--- config.mk ---
export PLATFORM = sky130hd
export DESIGN_NAME = e1_rx_hdb3_dec_flat
export DESIGN_NICKNAME = d
export VERILOG_FILES = /design/src/rtl/e1_rx_hdb3_dec_if.sv /design/src/rtl/e1_rx_hdb3_dec.sv /design/src/flat_wrapper.sv
export SDC_FILE = /design/constraint.sdc
export NUM_CORES = 1
export LEC_CHECK = 0
export BUFFER_PORTS_ARGS = -buffer_cell sky130_fd_sc_hd__buf_2
export CAP_MARGIN = 15
export CORE_MARGIN = 2
export CORE_UTILIZATION = 42
export CTS_CLUSTER_SIZE = 16
export DETAILED_ROUTE_END_ITERATION = 7
export PLACE_DENSITY = 0.56
export SYNTH_ARGS = -nofsm -noshare
export SYNTH_HDL_FRONTEND = slang
export SYNTH_SLANG_ARGS = --single-unit
--- constraint.sdc ---
create_clock -name clk -period 5.34 [get_ports clk]
set_clock_uncertainty 0.05 [all_clocks]
set_input_delay 1.068 -clock clk [delete_from_list [all_inputs] [get_ports clk]]
set_output_delay 1.068 -clock clk [all_outputs]
set_load 0.005 [all_outputs]
--- src/rtl/e1_rx_hdb3_dec_if.sv ---
// Symbol-in / NRZ-out signal bundle for the E1 HDB3 receive decoder.
// The master side drives sampled line symbols; the slave side is the decoder.
interface e1_rx_hdb3_dec_if;
  logic in_hi;
  logic in_lo;
  logic in_stb;
  logic out_data;
  logic out_stb;
  logic out_err;
  logic los;

  modport master (
    output in_hi, in_lo, in_stb,
    input  out_data, out_stb, out_err, los
  );

  modport slave (
    input  in_hi, in_lo, in_stb,
    output out_data, out_stb, out_err, los
  );
endinterface

--- src/rtl/e1_rx_hdb3_dec.sv ---
// HDB3 line decoder: removes B00V/000V substitutions, flags code errors,
// and tracks loss of signal from the run length of zero symbols.
module e1_rx_hdb3_dec #(
  parameter int LOS_THRESH = 255
) (
  input  logic              clk,
  input  logic              rst,
  e1_rx_hdb3_dec_if.slave   line_if
);

  localparam int ZW = $clog2(LOS_THRESH + 1);
  localparam logic [ZW-1:0] THRESH = ZW'(LOS_THRESH);

  logic [2:0]    sr_q, sr_d;
  logic          last_pol_q, last_pol_d;       // 1 = positive pulse
  logic          last_pol_vld_q, last_pol_vld_d;
  logic          last_v_pol_q, last_v_pol_d;
  logic          last_v_vld_q, last_v_vld_d;
  logic [ZW-1:0] zcnt_q, zcnt_d;
  logic          los_q, los_d;
  logic          data_q, data_d;
  logic          stb_q, stb_d;
  logic          err_q, err_d;

  logic pos, pulse, illegal, is_v, code_err;

  always_comb begin
    pos      = line_if.in_hi & ~line_if.in_lo;
    pulse    = line_if.in_hi ^ line_if.in_lo;
    illegal  = line_if.in_hi & line_if.in_lo;
    is_v     = pulse & last_pol_vld_q & (pos == last_pol_q);
    // Too few zeros ahead of the V, or two Vs in a row of the same polarity.
    code_err = illegal
             | (is_v & (sr_q[0] | sr_q[1]))
             | (is_v & last_v_vld_q & (pos == last_v_pol_q));
  end

  always_comb begin
    // NOTE: every next-state variable gets its hold value first, so no path
    // through this block leaves a variable unassigned and no latch is inferred.
    sr_d           = sr_q;
    last_pol_d     = last_pol_q;
    last_pol_vld_d = last_pol_vld_q;
    last_v_pol_d   = last_v_pol_q;
    last_v_vld_d   = last_v_vld_q;
    zcnt_d         = zcnt_q;
    los_d          = los_q;
    data_d         = data_q;
    stb_d          = 1'b0;
    err_d          = 1'b0;

    if (line_if.in_stb) begin
      stb_d = 1'b1;
      err_d = code_err;

      if (is_v) begin
        data_d = 1'b0;
        sr_d   = 3'b000;
      end else begin
        data_d = sr_q[2];
        sr_d   = {sr_q[1:0], pulse};
      end

      if (pulse) begin
        last_pol_d     = pos;
        last_pol_vld_d = 1'b1;
      end
      if (is_v) begin
        last_v_pol_d = pos;
        last_v_vld_d = 1'b1;
      end

      if (pulse) begin
        zcnt_d = '0;
        los_d  = 1'b0;
      end else begin
        if (zcnt_q != THRESH) zcnt_d = zcnt_q + ZW'(1);
        if (zcnt_d == THRESH) los_d = 1'b1;
      end
    end
  end

  // NOTE: sequential state uses non-blocking assignments so every register
  // samples the pre-edge values of the others, independent of statement order.
  always_ff @(posedge clk or posedge rst) begin
    if (rst) begin
      sr_q           <= 3'b000;
      last_pol_q     <= 1'b0;
      last_pol_vld_q <= 1'b0;
      last_v_pol_q   <= 1'b0;
      last_v_vld_q   <= 1'b0;
      zcnt_q         <= '0;
      los_q          <= 1'b1;
      data_q         <= 1'b0;
      stb_q          <= 1'b0;
      err_q          <= 1'b0;
    end else begin
      sr_q           <= sr_d;
      last_pol_q     <= last_pol_d;
      last_pol_vld_q <= last_pol_vld_d;
      last_v_pol_q   <= last_v_pol_d;
      last_v_vld_q   <= last_v_vld_d;
      zcnt_q         <= zcnt_d;
      los_q          <= los_d;
      data_q         <= data_d;
      stb_q          <= stb_d;
      err_q          <= err_d;
    end
  end

  assign line_if.out_data = data_q;
  assign line_if.out_stb  = stb_q;
  assign line_if.out_err  = err_q;
  assign line_if.los      = los_q;

endmodule

--- src/flat_wrapper.sv ---
// flat-port wrapper written by rule: the top's interface ports become plain ports
module e1_rx_hdb3_dec_flat 
#(
  parameter int LOS_THRESH = 255
)
  (clk, rst, line_if_in_hi, line_if_in_lo, line_if_in_stb, line_if_out_data, line_if_out_stb, line_if_out_err, line_if_los);
  e1_rx_hdb3_dec_if line_if_i ();
  input  logic clk;
  input  logic rst;
  input wire logic [$bits(line_if_i.in_hi)-1:0] line_if_in_hi;
  input wire logic [$bits(line_if_i.in_lo)-1:0] line_if_in_lo;
  input wire logic [$bits(line_if_i.in_stb)-1:0] line_if_in_stb;
  output wire logic [$bits(line_if_i.out_data)-1:0] line_if_out_data;
  output wire logic [$bits(line_if_i.out_stb)-1:0] line_if_out_stb;
  output wire logic [$bits(line_if_i.out_err)-1:0] line_if_out_err;
  output wire logic [$bits(line_if_i.los)-1:0] line_if_los;
  assign line_if_i.in_hi = line_if_in_hi;
  assign line_if_i.in_lo = line_if_in_lo;
  assign line_if_i.in_stb = line_if_in_stb;
  assign line_if_out_data = line_if_i.out_data;
  assign line_if_out_stb = line_if_i.out_stb;
  assign line_if_out_err = line_if_i.out_err;
  assign line_if_los = line_if_i.los;
  e1_rx_hdb3_dec #(.LOS_THRESH(LOS_THRESH)) u_core (.clk(clk), .rst(rst), .line_if(line_if_i));
endmodule
# Yosys cells after proc, flatten, opt, wreduce, memory -nomap -nowiden

Cells that the tools add are included.

Flip-flop bits (word level): 19
Bits of input ports: 5
Output and inout bits: 4
Logic and storage cells: 41

Equality and inequality tests: 4
Reductions and logical operators: 4
Add/subtract/negate cells: 1
Bitwise logic cells: 12
Muxes and demuxes: 10

Operators by type and width:

| kind                | number |
|---|---|
| $mux 8              | 4 |
| $add 8x1->8 const B | 1 |
| $eq 8x8->1 const B  | 1 |
| $ne 8x8->1 const B  | 1 |
| $and 1x1->1         | 7 |
| $reduce_and 2->1    | 3 |
| $mux 1              | 5 |
| $mux 3              | 1 |
| $or 1x1->1          | 3 |
| $eq 1x1->1          | 2 |
| $reduce_bool 2->1   | 1 |
| $not 1->1           | 1 |
| $xor 1x1->1         | 1 |

# Longest topological paths before layout

Depth in word-level cells: 8
Mapped depth: 7
Depth with buffers taken out: 6

# Worst setup path before layout

OpenSTA, ideal clock, no wires.

Path kind: input to register
From: input port line_if_in_lo
To: register u_core.last_v_pol_q
Stages: 7
Required time: 5.165 ns
Library setup time: 0.125 ns
Path buffers: 1
Arrival time: 2.309 ns
Setup slack: 2.856 ns
Path through: inv_1 -> ha_1 -> clkbuf_2 -> inv_1 -> nand2_1 -> nor2_1 -> mux2_2

Cells in the longest elaborated chain, start to end: 5
Elaborated cells on any way between the ends: 7
Classes of those cells: eq/ne (1); bitwise (5); reduce/logical (1)

Ends and longest elaborated chain:

| element                    | line                  | source |
|---|---|---|
| from (decl)                | flat_wrapper.sv:11    | `input wire logic [$bits(line_if_i.in_lo)-1:0] line_if_in_lo;` |
| $not 1->1                  | e1_rx_hdb3_dec.sv:28  | `pos = line_if.in_hi & ~line_if.in_lo;` |
| $and 1x1->1                | e1_rx_hdb3_dec.sv:28  |  |
| $eq 1x1->1                 | e1_rx_hdb3_dec.sv:31  | `is_v = pulse & last_pol_vld_q & (pos == last_pol_q);` |
| $and 1x1->1                | e1_rx_hdb3_dec.sv:31  |  |
| $reduce_and 2->1 (no line) | n/a                   |  |
| to (signal assigned)       | e1_rx_hdb3_dec.sv:101 | `last_v_pol_q <= last_v_pol_d;` |
| to (decl)                  | e1_rx_hdb3_dec.sv:17  | `logic last_v_pol_q, last_v_pol_d;` |

Parallel ways exist; a longest one is shown, timed or not.
A chain may end at the register's enable or synchronous reset.

# Final worst setup path

Same ends and word-level chain as after synthesis.

==> results by group <==
CTS
  – TritonCTS buffer count: 3
  – Post-CTS Setup Bufs: 0
  – Skew-Pair Late Insertion Delay: 0.29 ns
  – Clock transition at the registers of the reported paths: 0.11 ns
  – Clk buf depth: 2
  – Clk sinks: 19
  – CTS resizes: 0
  – Cell chosen for the clock root: clkbuf_4
  – H-tree levels: 1
  – Hold_buf cts: 0
  – TritonCTS clock tree: done

Placement
  – Dpl ws: 2.59 ns
  – RD Place Congestion: 0.774
  – IO Port Bufs: 8
  – Detailed Place HPWL: 1440 um
  – Placed cells: 145

Worst setup path
  – Worst Path Max Fanout: 8
  – Critical R2R Launch: u_core.zcnt_q[0]$_DFFE_PP0P_
  – Crit. End Element: flip-flop
  – Req. time, crit path: 5.48 ns
  – CP arrival: 2.56 ns
  – CP startpoint: line_if_in_lo
  – Crit path launch type: input port
  – Reg2reg end: u_core.zcnt_q[3]$_DFFE_PP0P_
  – Worst reg2reg setup slack: 3.43 ns
  – WS Path Type: in2reg
  – FF-to-FF path depth: 6

STA
  – Relative slew slack: 0.524
  – Final Hold Vio Count: 0
  – Period utilization: 0.453
  – Achievable clock frequency: 413 MHz
  – Min cycle time layout: 2.42 ns
  – Min Hold Slack: 0.450 ns
  – RSZ-0062 raised after global routing: no
  – Final setup viols: 0
  – Final worst setup slack: 2.92 ns
  – Least-Margin Pin Slew: 0.713 ns
  – TNS Setup: 0 ns
  – Max Transition Viols Final: 0

Power
  – Peak VDD IR: 0.175 mV
  – Sw power: 83.3 uW
  – Pwr Total: 297 uW
  – Clock network fraction of total power: 0.244
  – Register share of total power: 0.569
  – Internal: 213 uW
  – Leakage: 0.505 nW
  – PwrDens: 266 mW/mm2
  – Switching Share: 0.281
  – Logic pwr share: 0.187

Synth
  – Sequential fraction of the synthesis area: 0.450
  – Post-synth EDFFs: 0
  – Top_reg_cell synth: dfrtp_1
  – Yosys warning total: 0
  – Flops & latches, synth: 19
  – Post-synthesis cell count: 112
  – Syn nets: 120
  – Largest cells by area after synthesis: dfrtp_1 43%, o21ai_0 5.2%, a21oi_1 4.3%
  – Synth async-reset ratio: 1.00
  – Mapped Avg Cell Area: 9.45 um2
  – Share of the synthesized area in the top cell type: 0.426
  – Leading area contributor after synthesis: dfrtp_1
  – Cell Area, Synth: 0.00106 mm2
  – Netlist cell types: 38

Cells and area
  – Fin nets: 128
  – Synthesis-to-layout area growth: 5.56%
  – Share of layout cells above drive strength 1: 0.160
  – Layout Cells excl Fill: 149
  – Commonest non-fill, non-tap cells in the layout: 18 x dfrtp_1, 11 x o21ai_0, 10 x nor2_1
  – Number of diodes: 0
  – Commonest non-fill, non-tap cell in the layout: dfrtp_1

Floorplan
  – Die area: 0.00294 mm2
  – I/O Pins: 9
  – Core area: 0.00243 mm2
  – Die W: 54.2 um
  – Die height: 54.2 um
  – Initial Utilization: 0.435
  – Rows: 18

Global route
  – Total track usage: 0.159
  – First-pass GRT wire length: 3270 um
  – Largest net degree at the start of global routing: 22
  – Congestion Overflow GR: 0
  – Vias in the first global route: 739
  – Initial antenna violation count: 0

Routing
  – Drt wl/cell: 13.2 um
  – # DRC: 0
  – DR iter-0 viols: 19
  – Post-DR vias/cell: 5.54
  – Via count: 825
  – DRT Pass-1 Iters: 4
  – Final WL: 1970 um
  – Post-route ant nets: 0

Worst hold path
  – Beginning of the worst hold path: u_core.last_v_vld_q$_DFFE_PP0P_
  – WHS Path Cells: 1
  – Hold path endpoint: u_core.last_v_vld_q$_DFFE_PP0P_
  – Min-delay worst type: reg2reg

Job
  – Maxcap violations: 0

Outcome
  – Run status: finished, final reports clean
worst max-delay path by stage:
stage / end / cells after the start
3_3_place_gp: u_core.last_v_pol_q$_DFFE_PP0P_ / 7
2_1_floorplan: u_core.last_v_pol_q$_DFFE_PP0P_ / 7
5_1_grt: u_core.last_v_pol_q$_DFFE_PP0P_ / 7
4_1_cts: u_core.last_v_pol_q$_DFFE_PP0P_ / 7
3_5_place_dp: u_core.last_v_pol_q$_DFFE_PP0P_ / 7
6_report: u_core.last_v_pol_q$_DFFE_PP0P_ / 7
layer usage:
metal	up-vias	wire length, um	track usage
li1	418	-	-
met1	389	898	0.196
met2	14	978	0.263
met3	4	57	0.0333
met4	0	29	0.0750
met5	-	0	0
power by group through the flow:
stage          clock, mW  sequential (mW)  combinational, mW
6_report          0.0725            0.169             0.0556
5_1_grt           0.0829            0.171             0.0630
4_1_cts           0.0765            0.169             0.0568
3_5_place_dp           0            0.172             0.0566
3_3_place_gp           0            0.172             0.0560
2_1_floorplan          0            0.170             0.0457
synth_stat cells (all sizes together) (3+ instances only):
cell type  count
nand3          6
inv            7
ha             3
a21oi          9
dfrtp         18
clkbuf         3
nand2         10
mux2i          3
nor2          10
o21ai         12
cell families after synthesis:
family	count (synthesis)	share of synthesized area
buf+inv	12	0.0674
compound gates	33	0.191
xor+xnor	2	0.0166
mux	5	0.0496
flops	19	0.450
simple gates	38	0.189
fa+ha+maj	3	0.0355
critical path, stage by stage:
cell and delay (ns):
buf_2 0.09, inv_1 0.04, ha_1 0.39, inv_1 0.14, nand2_1 0.13, nor2_1 0.32, mux2_2 0.38
through the flow:
step | instance area (um2) | util
2_1_floorplan | 1060 | -
3_3_place_gp | 1090 | 0.449
3_5_place_dp | 1090 | 0.449
4_1_cts | 1120 | 0.459
5_1_grt | 1120 | 0.459
6_report | 1120 | 0.459
state kept, by name (all words and copies together) (netlist names):
name and flops:
u_core.sr_q 3, u_core.last_pol_q 1, u_core.last_v_vld_q 1, u_core.line_if.out_data 1
u_core.zcnt_q 8, u_core.last_v_pol_q 1, u_core.line_if.out_err 1, u_core.line_if.los 1
u_core.line_if.out_stb 1, u_core.last_pol_vld_q 1
layout make-up:
type,instances,area [um2]
inverter,7,26.3
multi-input combinational,81,510
fill,248,1320
tap,30,37.5
sequential,19,477
timing repair buffer,8,40.0
clock buffer,4,26.3
No activity file was read; power rests on OpenSTA's default activity.
